--- config.mk ---
export PLATFORM = sky130hd
export DESIGN_NAME = shift_arbiter_ctrl
export DESIGN_NICKNAME = d
export VERILOG_FILES = /design/src/rtl/shift_arbiter_ctrl.sv
export SDC_FILE = /design/constraint.sdc
export NUM_CORES = 1
export LEC_CHECK = 0
export ABC_CLOCK_PERIOD_IN_PS = 7200
export CORE_MARGIN = 2
export CORE_UTILIZATION = 40
export DETAILED_ROUTE_END_ITERATION = 10
export GPL_ROUTABILITY_DRIVEN = 0
export GPL_TIMING_DRIVEN = 0
export PLACE_DENSITY = 0.74
export SYNTH_ARGS = -nofsm -noshare
export SYNTH_HDL_FRONTEND = slang
export SYNTH_SLANG_ARGS = --single-unit
--- constraint.sdc ---
create_clock -name clock -period 7.2 [get_ports clock]
set_input_delay 1.08 -clock clock [delete_from_list [all_inputs] [get_ports clock]]
set_output_delay 1.08 -clock clock [all_outputs]
set_load 0.02 [all_outputs]
--- src/rtl/shift_arbiter_ctrl.sv ---
// Round-robin arbiter sharing one external 32-bit barrel shifter between two requesters;
// rotates take two shifter passes OR'd together, results return with the requester id.
module shift_arbiter_ctrl (
  input  logic        clock,
  input  logic        reset,
  input  logic        req0_valid,
  output logic        req0_ready,
  input  logic [31:0] req0_data,
  input  logic [4:0]  req0_amt,
  input  logic [1:0]  req0_op,
  input  logic        req1_valid,
  output logic        req1_ready,
  input  logic [31:0] req1_data,
  input  logic [4:0]  req1_amt,
  input  logic [1:0]  req1_op,
  output logic [31:0] sh_in,
  output logic [4:0]  sh_amt,
  output logic        sh_left,
  input  logic [31:0] sh_out,
  output logic        resp_valid,
  output logic        resp_id,
  output logic [31:0] resp_data
);

  typedef enum logic [1:0] {IDLE, PASS1, PASS2, DONE} state_t;

  state_t      state_q, state_d;
  logic        ptr_q, ptr_d;
  logic [31:0] data_q, data_d;
  logic [4:0]  amt_q, amt_d;
  logic [1:0]  op_q, op_d;
  logic        id_q, id_d;
  logic [31:0] acc_q, acc_d;
  logic [31:0] sh_in_q, sh_in_d;
  logic [4:0]  sh_amt_q, sh_amt_d;
  logic        sh_left_q, sh_left_d;
  logic        gnt0, gnt1;

  always_ff @(posedge clock or posedge reset) begin
    if (reset) begin
      state_q   <= IDLE;
      ptr_q     <= 1'b0;
      data_q    <= '0;
      amt_q     <= '0;
      op_q      <= '0;
      id_q      <= 1'b0;
      acc_q     <= '0;
      sh_in_q   <= '0;
      sh_amt_q  <= '0;
      sh_left_q <= 1'b0;
    end else begin
      state_q   <= state_d;
      ptr_q     <= ptr_d;
      data_q    <= data_d;
      amt_q     <= amt_d;
      op_q      <= op_d;
      id_q      <= id_d;
      acc_q     <= acc_d;
      sh_in_q   <= sh_in_d;
      sh_amt_q  <= sh_amt_d;
      sh_left_q <= sh_left_d;
    end
  end

  always_comb begin
    state_d    = state_q;
    ptr_d      = ptr_q;
    data_d     = data_q;
    amt_d      = amt_q;
    op_d       = op_q;
    id_d       = id_q;
    acc_d      = acc_q;
    gnt0       = 1'b0;
    gnt1       = 1'b0;
    req0_ready = 1'b0;
    req1_ready = 1'b0;
    sh_in      = sh_in_q;
    sh_amt     = sh_amt_q;
    sh_left    = sh_left_q;
    resp_valid = 1'b0;
    resp_id    = 1'b0;
    resp_data  = '0;

    case (state_q)
      IDLE: begin
        // Contention goes to the pointer; the pointer always moves to the loser.
        gnt0       = req0_valid && (!req1_valid || !ptr_q);
        gnt1       = req1_valid && !gnt0;
        req0_ready = gnt0 && !reset;
        req1_ready = gnt1 && !reset;
        if (gnt0 || gnt1) begin
          data_d  = gnt1 ? req1_data : req0_data;
          amt_d   = gnt1 ? req1_amt  : req0_amt;
          op_d    = gnt1 ? req1_op   : req0_op;
          id_d    = gnt1;
          ptr_d   = !gnt1;
          state_d = PASS1;
        end
      end
      PASS1: begin
        sh_in   = data_q;
        sh_amt  = amt_q;
        sh_left = !op_q[0];
        acc_d   = sh_out;
        state_d = (op_q[1] && amt_q != 5'd0) ? PASS2 : DONE;
      end
      PASS2: begin
        // Opposite-direction pass by (32 - amt) supplies the wrapped-around bits.
        sh_in   = data_q;
        sh_amt  = 5'd0 - amt_q;
        sh_left = op_q[0];
        acc_d   = acc_q | sh_out;
        state_d = DONE;
      end
      DONE: begin
        resp_valid = 1'b1;
        resp_data  = acc_q;
        resp_id    = id_q;
        state_d    = IDLE;
      end
      default: state_d = IDLE;
    endcase

    sh_in_d   = sh_in;
    sh_amt_d  = sh_amt;
    sh_left_d = sh_left;
  end

endmodule
==> results of run 1 <==
==> worst max-delay path by stage <==
stage,startpoint,endpoint,slack [ns]
floorplan,reset,req0_ready,2.22
global placement,reset,req0_ready,0.46
detailed placement,reset,req1_ready,2.85
CTS,reset,req1_ready,2.84
global route,reset,req1_ready,2.72
finish,reset,req1_ready,2.90
==> state kept, by name, indices dropped and copies added (netlist names), 2 cells and up <==
signal    flops
op_q          2
sh_in_q      32
amt_q         5
data_q       32
sh_amt_q      5
acc_q        32
state_q       2
==> cell families after synthesis <==
family,count (synthesis),synth area share
xor+xnor,1,0.00182
fa+ha+maj,6,0.0156
buf+inv,36,0.0357
compound gates,92,0.167
flops,113,0.589
simple gates,89,0.114
mux,33,0.0771
==> critical path: cells and delay by family <==
family                 cells  cell delay [ns]
buffers and inverters      4             1.87
AND/OR/NAND/NOR            1             0.19
==> per-layer routing <==
| layer | global-route usage | routed length [um] | vias to the layer above |
|---|---|---|---|
| met2 | 0.320 | 5860 | 145 |
| met4 | 0.0846 | 245 | 0 |
| met3 | 0.0664 | 870 | 23 |
| li1 | - | - | 1776 |
| met1 | 0.254 | 5530 | 1810 |
| met5 | 0 | 0 | - |
==> per-stage QoR <==
step | hold WS, ns | total power, W | util | std cells
4_1_cts | 0.494 | 0.00433 | 0.638 | 737
6_report | 0.492 | 0.00428 | 0.638 | 737
3_5_place_dp | 0.476 | 0.00336 | 0.581 | 705
5_1_grt | 0.501 | 0.00453 | 0.638 | 737
2_1_floorplan | 0.455 | 0.00246 | - | 370
3_3_place_gp | 0.475 | 0.00331 | 0.578 | 704
==> layout by cell type (no fill, tap or decap) <==
cell / netlist / final
ha_1: 6 / 6
buf_16: 0 / 1
nand2_1: 4 / 4
or3b_2: 1 / 1
nor2_1: 6 / 6
inv_1: 9 / 8
a21oi_2: 1 / 1
nor3b_1: 1 / 1
mux2i_1: 1 / 1
mux2_2: 32 / 32
xnor2_1: 1 / 1
buf_2: 17 / 17
a22o_1: 32 / 32
clkinv_2: 0 / 2
clkinvlp_4: 0 / 2
dfrtp_1: 113 / 113
and2_0: 10 / 10
a221o_1: 39 / 39
a31oi_1: 1 / 1
clkdlybuf4s50_1: 0 / 187
nand2b_1: 2 / 2
clkbuf_1: 8 / 9
a21oi_1: 7 / 7
and2_1: 55 / 55
o21ai_0: 5 / 5
o21ai_2: 1 / 1
clkbuf_16: 0 / 17
inv_4: 0 / 1
nor4b_1: 1 / 1
bufinv_16: 0 / 5
a22oi_1: 3 / 3
buf_6: 2 / 2
o311ai_0: 1 / 1
clkbuf_8: 0 / 5
o211ai_1: 2 / 2
and2_2: 9 / 9
==> report_power, final <==
group	leakage, nW	internal, W	switching, W
logic	1.58	0.00112	0.00112
clock network	0.325	0.000658	0.000279
registers	1.38	0.000966	0.000139
total	3.29	0.00274	0.00154
==> final cells by class <==
class / instances / area, um^2 / share of cell area
Clock buffer: 23 / 498 / 0.0659
Clock inverter: 9 / 175 / 0.0232
Inverter: 9 / 36.3 / 0.00480
Tap cell: 147 / 184 / 0.0243
Timing Repair Buffer: 188 / 1900 / 0.251
Multi-Input combinational cell: 221 / 1800 / 0.239
Buffer: 27 / 138 / 0.0182
Sequential cell: 113 / 2830 / 0.374
==> impl_metrics.prom, run 1 <==
# TYPE chip_impl_metric gauge
chip_impl_info{name="hold_path.class",value="reg2reg"} 1
chip_impl_metric{name="vdd_ir_drop_max",unit="V"} 0.000279
chip_impl_metric{name="yosys_top_cell_area_share",unit=""} 0.589
chip_impl_metric{name="slowest_delay",unit="ns"} 0.59
chip_impl_metric{name="crit_share_post_route",unit=""} 0.597
chip_impl_metric{name="detail_route.first_pass.iterations",unit=""} 4
chip_impl_metric{name="synthToLayoutAreaGrowth",unit="%"} 57.4
chip_impl_metric{name="post_dp_cell_area",unit="mm^2"} 0.00689
chip_impl_metric{name="first_iter_violations",unit=""} 157
chip_impl_metric{name="arrival",unit="ns"} 3.22
chip_impl_metric{name="grt_pass1_vias",unit=""} 4014
chip_impl_metric{name="fraction_of_final_layout_cells_sized_beyond_drive_strength_1",unit=""} 0.163
chip_impl_metric{name="crit_path_max_fanout",unit=""} 65
chip_impl_info{name="hold_path_end",value="acc_q[11]"} 1
chip_impl_metric{name="dp_hpwl",unit="mm"} 8.81
chip_impl_info{name="rsz0062_at_grt",value="false"} 1
chip_impl_metric{name="clockBufferDepth",unit=""} 2
chip_impl_metric{name="initial_core_util",unit=""} 0.405
chip_impl_metric{name="track_usage",unit=""} 0.201
chip_impl_metric{name="report.final.slew_viol_count",unit=""} 0
chip_impl_metric{name="filler_cell_count",unit=""} 935
chip_impl_info{name="synth_top_cell_by_area",value="dfrtp_1"} 1
chip_impl_metric{name="synth-seq-area-share",unit=""} 0.589
chip_impl_metric{name="synth_cells",unit=""} 370
chip_impl_metric{name="pd_cells",unit="mW/mm^2"} 566
chip_impl_info{name="critical_path.startpoint_type",value="input port"} 1
chip_impl_metric{name="route.final.wire_length",unit="mm"} 12.5
chip_impl_metric{name="drtAntennaViolNets",unit=""} 0
chip_impl_metric{name="maxSlewHeadroom",unit=""} 0.567
chip_impl_metric{name="final-hold-violation-count",unit=""} 0
chip_impl_metric{name="finalWorstSetupSlack",unit="ns"} 2.90
chip_impl_metric{name="floorplan.rows",unit=""} 40
chip_impl_metric{name="power.static_leakage",unit="nW"} 3.29
chip_impl_metric{name="placement.setup.worst_slack",unit="ns"} 2.85
chip_impl_info{name="start_to_end_type_of_the_worst_setup_path",value="in2out"} 1
chip_impl_metric{name="setup_violations",unit=""} 0
chip_impl_info{name="critical_path_end_type",value="output pin"} 1
chip_impl_info{name="holdCritStartpoint",value="acc_q[11]"} 1
chip_impl_metric{name="cts.repair_timing.setup_buffer_count",unit=""} 0
chip_impl_metric{name="syn_area",unit="mm^2"} 0.00480
chip_impl_metric{name="design_area",unit="mm^2"} 0.00756
chip_impl_metric{name="num-nets-final",unit=""} 697
chip_impl_info{name="cp_cell_sequence",value="clkdlybuf4s50_1 > inv_4 > buf_16 > and2_1 > clkdlybuf4s50_1"} 1
chip_impl_metric{name="die-height",unit="um"} 114
chip_impl_info{name="critical_path_s_slowest_cell",value="clkdlybuf4s50_1"} 1
chip_impl_metric{name="ys_types",unit=""} 28
chip_impl_metric{name="postSynth.asyncResetShare",unit=""} 1.00
chip_impl_metric{name="achievable-frequency",unit="GHz"} 0.233
chip_impl_metric{name="die_x",unit="um"} 114
chip_impl_metric{name="min_delay_path_depth",unit=""} 1
chip_impl_metric{name="totalNegativeSetupSlack",unit="ns"} 0
chip_impl_metric{name="grt_pass1_wl",unit="mm"} 20.1
chip_impl_metric{name="ys_ff_latch",unit=""} 113
chip_impl_metric{name="initial_antenna_violation_count",unit=""} 0
chip_impl_metric{name="grt_start_max_net_pins",unit=""} 66
chip_impl_metric{name="timing.max_cap.violations",unit=""} 0
chip_impl_metric{name="ys.warnings.count",unit=""} 0
chip_impl_metric{name="grt_overflow",unit=""} 0
chip_impl_metric{name="clock_buffer_count_from_cts",unit=""} 17
chip_impl_metric{name="drt-vias-per-instance",unit=""} 5.09
chip_impl_metric{name="syn_nets",unit=""} 490
chip_impl_info{name="ys_top_cells_by_area",value="dfrtp_1, a221o_1, mux2_2, and2_1, a22o_1"} 1
chip_impl_metric{name="post_cts.resized_instances",unit=""} 0
chip_impl_metric{name="clkSinkCount",unit=""} 113
chip_impl_metric{name="worstSkewPairLatency",unit="ns"} 0.41
chip_impl_info{name="clock-root-buffer",value="clkbuf_16"} 1
chip_impl_metric{name="boundaryPins",unit=""} 188
chip_impl_info{name="yosysMostFrequentCell",value="dfrtp_1"} 1
chip_impl_metric{name="ctsHoldBuffers",unit=""} 0
chip_impl_metric{name="min_period",unit="ns"} 4.30
chip_impl_metric{name="full_die_area",unit="mm^2"} 0.0129
chip_impl_metric{name="routed_wire_length_per_instance",unit="um"} 17.0
chip_impl_metric{name="via_count",unit=""} 3754
chip_impl_info{name="run_status",value="completed"} 1
chip_impl_metric{name="place.port_buffers",unit=""} 187
chip_impl_metric{name="cp_data_required_time",unit="ns"} 6.12
chip_impl_info{name="worst_path_most_repeated_cell",value="clkdlybuf4s50_1"} 1
chip_impl_metric{name="clkTransAtPathRegs",unit="ns"} 0.05
chip_impl_info{name="critical_path.reg2reg.startpoint",value="state_q[1]"} 1
chip_impl_metric{name="timing.reg2reg.setup_slack",unit="ns"} 5.18
chip_impl_metric{name="ctsHtreeMaxLevel",unit=""} 4
chip_impl_metric{name="antennaDiodeCount",unit=""} 0
chip_impl_metric{name="core-area",unit="mm^2"} 0.0119
chip_impl_metric{name="avgSynthCellArea",unit="um^2"} 13.0
chip_impl_metric{name="transition_time_at_the_pin_with_the_least_slew_margin",unit="ns"} 0.649
chip_impl_info{name="regToRegEndpoint",value="sh_amt_q[1]"} 1
chip_impl_metric{name="final.setup_skew",unit="ns"} 0.00761
chip_impl_info{name="cts_tree",value="done"} 1
chip_impl_metric{name="residual_drc",unit=""} 0
chip_impl_metric{name="number_of_cells_traversed_by_the_worst_register_to_register_path",unit=""} 7
chip_impl_info{name="synth_flop_cell",value="dfrtp_1"} 1
chip_impl_metric{name="number_of_enable_flip_flop_cells_after_synthesis",unit=""} 0
chip_impl_info{name="synth_common_cells",value="dfrtp_1, and2_1, a221o_1"} 1
No activity file was read; power rests on OpenSTA's default activity.
==> inputs of run 2 (changes only) <==
Settings changed: ABC_CLOCK_PERIOD_IN_PS 7200 to 3700, PLACE_DENSITY 0.74 to 0.77.
Clock period 7.2 ns to 3.7 ns, I/O delays scaled along.
==> run 2 against run 1 <==
Global-route usage is 0.40 points higher. Routed wire length is 2.3% higher. Critical path depth is 2 higher. Cell count stayed put. Non-clock buffer count stayed put. Clock power is 95% higher. Sequential share of layout area is 0.062 points lower. Setup slack worse by 2.6 ns. Combinational power is 96% higher. Register-to-register slack worse by 3.4 ns. First-iteration DRC count is 5.7% lower. Flip-flop and latch count stayed put. Largest power group unchanged.
==> impl_metrics.prom, run 2 (synthesis gave the netlist of run 1 again) <==
# TYPE chip_impl_metric gauge
chip_impl_info{name="run_status",value="completed"} 1
chip_impl_metric{name="route.final.wire_length",unit="mm"} 12.8
chip_impl_metric{name="pd_cells",unit="mW/mm^2"} 1110
chip_impl_metric{name="grt_overflow",unit=""} 0
chip_impl_metric{name="num-nets-final",unit=""} 697
chip_impl_metric{name="initial_antenna_violation_count",unit=""} 0
chip_impl_metric{name="synthToLayoutAreaGrowth",unit="%"} 57.7
chip_impl_metric{name="maxSlewHeadroom",unit=""} 0.529
chip_impl_metric{name="initial_core_util",unit=""} 0.405
chip_impl_metric{name="ctsHtreeMaxLevel",unit=""} 4
chip_impl_info{name="mostFrequentLayoutCells",value="clkdlybuf4s50_1, dfrtp_1, and2_1"} 1
chip_impl_metric{name="fraction_of_final_layout_cells_sized_beyond_drive_strength_1",unit=""} 0.164
chip_impl_metric{name="place.detailed.instances",unit=""} 706
chip_impl_metric{name="ctsHoldBuffers",unit=""} 0
chip_impl_metric{name="clkTransAtPathRegs",unit="ns"} 0.05
chip_impl_metric{name="full_die_area",unit="mm^2"} 0.0129
chip_impl_metric{name="clkSinkCount",unit=""} 113
chip_impl_metric{name="crit_share_post_route",unit=""} 0.931
chip_impl_metric{name="vdd_ir_drop_max",unit="V"} 0.000598
chip_impl_metric{name="power.static_leakage",unit="nW"} 3.29
chip_impl_metric{name="achievable-frequency",unit="GHz"} 0.290
chip_impl_metric{name="min_period",unit="ns"} 3.45
chip_impl_metric{name="clock_buffer_count_from_cts",unit=""} 17
chip_impl_info{name="hold_path.class",value="reg2reg"} 1
chip_impl_metric{name="final.setup_skew",unit="ns"} 0.00592
chip_impl_metric{name="timing.max_cap.violations",unit=""} 0
chip_impl_metric{name="grt_start_max_net_pins",unit=""} 44
chip_impl_info{name="critical_path_end_type",value="output pin"} 1
chip_impl_metric{name="die-height",unit="um"} 114
chip_impl_metric{name="boundaryPins",unit=""} 188
chip_impl_metric{name="antennaDiodeCount",unit=""} 0
chip_impl_metric{name="filler_cell_count",unit=""} 955
chip_impl_metric{name="finalWorstSetupSlack",unit="ns"} 0.255
chip_impl_metric{name="via_count",unit=""} 3789
chip_impl_info{name="start_to_end_type_of_the_worst_setup_path",value="reg2out"} 1
chip_impl_metric{name="routed_wire_length_per_instance",unit="um"} 17.4
chip_impl_metric{name="final-hold-violation-count",unit=""} 0
chip_impl_metric{name="setup_violations",unit=""} 0
chip_impl_info{name="rsz0062_at_grt",value="false"} 1
chip_impl_metric{name="crit_path_max_fanout",unit=""} 10
chip_impl_metric{name="report.final.slew_viol_count",unit=""} 0
chip_impl_metric{name="grt_pass1_vias",unit=""} 4020
chip_impl_metric{name="grt_pass1_wl",unit="mm"} 20.4
chip_impl_metric{name="worstSkewPairLatency",unit="ns"} 0.41
chip_impl_metric{name="track_usage",unit=""} 0.205
chip_impl_metric{name="core-area",unit="mm^2"} 0.0119
chip_impl_metric{name="floorplan.rows",unit=""} 40
chip_impl_info{name="clock-root-buffer",value="clkbuf_16"} 1
chip_impl_info{name="largest_registers",value="acc_q x32, data_q x32, sh_in_q x32"} 1
chip_impl_info{name="cts_tree",value="done"} 1
chip_impl_metric{name="place.port_buffers",unit=""} 187
chip_impl_metric{name="cp_data_required_time",unit="ns"} 3.14
chip_impl_info{name="final_common_cell",value="clkdlybuf4s50_1"} 1
chip_impl_metric{name="finalNonFillerCells",unit=""} 737
chip_impl_metric{name="die_x",unit="um"} 114
chip_impl_info{name="critical_path.startpoint_type",value="register"} 1
chip_impl_metric{name="residual_drc",unit=""} 0
chip_impl_metric{name="detail_route.first_pass.iterations",unit=""} 4
chip_impl_metric{name="clockBufferDepth",unit=""} 2
chip_impl_metric{name="final_util",unit=""} 0.639
chip_impl_metric{name="first_iter_violations",unit=""} 148
chip_impl_metric{name="arrival",unit="ns"} 2.89
chip_impl_metric{name="drtAntennaViolNets",unit=""} 0
chip_impl_metric{name="transition_time_at_the_pin_with_the_least_slew_margin",unit="ns"} 0.705
chip_impl_metric{name="dp_hpwl",unit="mm"} 9.25
chip_impl_metric{name="placement.setup.worst_slack",unit="ns"} 0.259
chip_impl_metric{name="drt-vias-per-instance",unit=""} 5.14
==> run 2: cell types whose count changed in the layout (fill, tap and decap cells not counted) <==
cell	change
buf_12	+2
buf_16	-1
buf_2	-1
clkbuf_1	-1
clkbuf_4	+1
clkinvlp_4	+1
inv_4	-1
==> run 2: metal layers <==
layer	GRT usage	up-vias	wire length [um]
met5	0	-	0
met4	0.0862	0	279
met1	0.260	1849	5550
met3	0.0600	23	857
li1	-	1770	-
met2	0.331	147	6110
==> run 2: final timing paths <==
path | cells past startpoint | slack (ns) | end | startpoint
min in group asynchronous | 2 | 0.63 | sh_in_q[28] | reset
max in group asynchronous | 3 | 2.43 | sh_in_q[8] | reset
max | 7 | 0.25 | sh_amt[1] | state_q[1]
min | 1 | 0.49 | acc_q[25] | acc_q[25]
max reg2reg | 6 | 1.77 | sh_amt_q[1] | state_q[1]
min reg2reg | 1 | 0.49 | acc_q[25] | acc_q[25]
==> run 2: repair_timing <==
action,in CTS,in global routing
setup buffers,0,0
resized for setup,0,1
endpoints found under the setup margin,0,3
==> run 2: critical path: stages, from the launching register on <==
cell	delay, ns
dfrtp_1	0.39
inv_1	0.09
ha_1	0.45
clkbuf_4	0.32
buf_2	0.26
nor2_1	0.07
a21oi_1	0.23
clkdlybuf4s50_1	0.66
==> run 2: cell type report <==
| cell class | count | area (um^2) | share of cell area |
|---|---|---|---|
| sequential | 113 | 2830 | 0.373 |
| timing repair buffer | 189 | 1910 | 0.252 |
| multi-input combinational | 221 | 1800 | 0.238 |
| clock buffer | 23 | 498 | 0.0657 |
| tap | 147 | 184 | 0.0243 |
| clock inverter | 9 | 175 | 0.0231 |
| buffer | 26 | 136 | 0.0180 |
| inverter | 9 | 37.5 | 0.00496 |
==> run 2: power breakdown <==
part / leakage [nW] / switching [W] / internal, W
clock: 0.325 / 0.000546 / 0.00128
sequential: 1.38 / 0.000271 / 0.00188
combinational: 1.58 / 0.00220 / 0.00219
total: 3.29 / 0.00302 / 0.00535
==> run 2: per-stage QoR <==
step	total power (W)	hold WS [ns]	TNS, ns	instance area (um^2)
global placement	0.00644	0.475	-2.30	6860
finish	0.00837	0.488	0	7570
CTS	0.00846	0.491	0	7580
detailed placement	0.00656	0.477	0	6900
floorplan	0.00478	0.455	0	4810
global route	0.00887	0.504	0	7570
==> inputs of run 3 (changes only) <==
Settings changed: ABC_CLOCK_PERIOD_IN_PS 3700 to default, SKIP_LAST_GASP from default to 1.
==> results of run 3 <==
Final layout, timing and power as in run 2 (identical DEF).
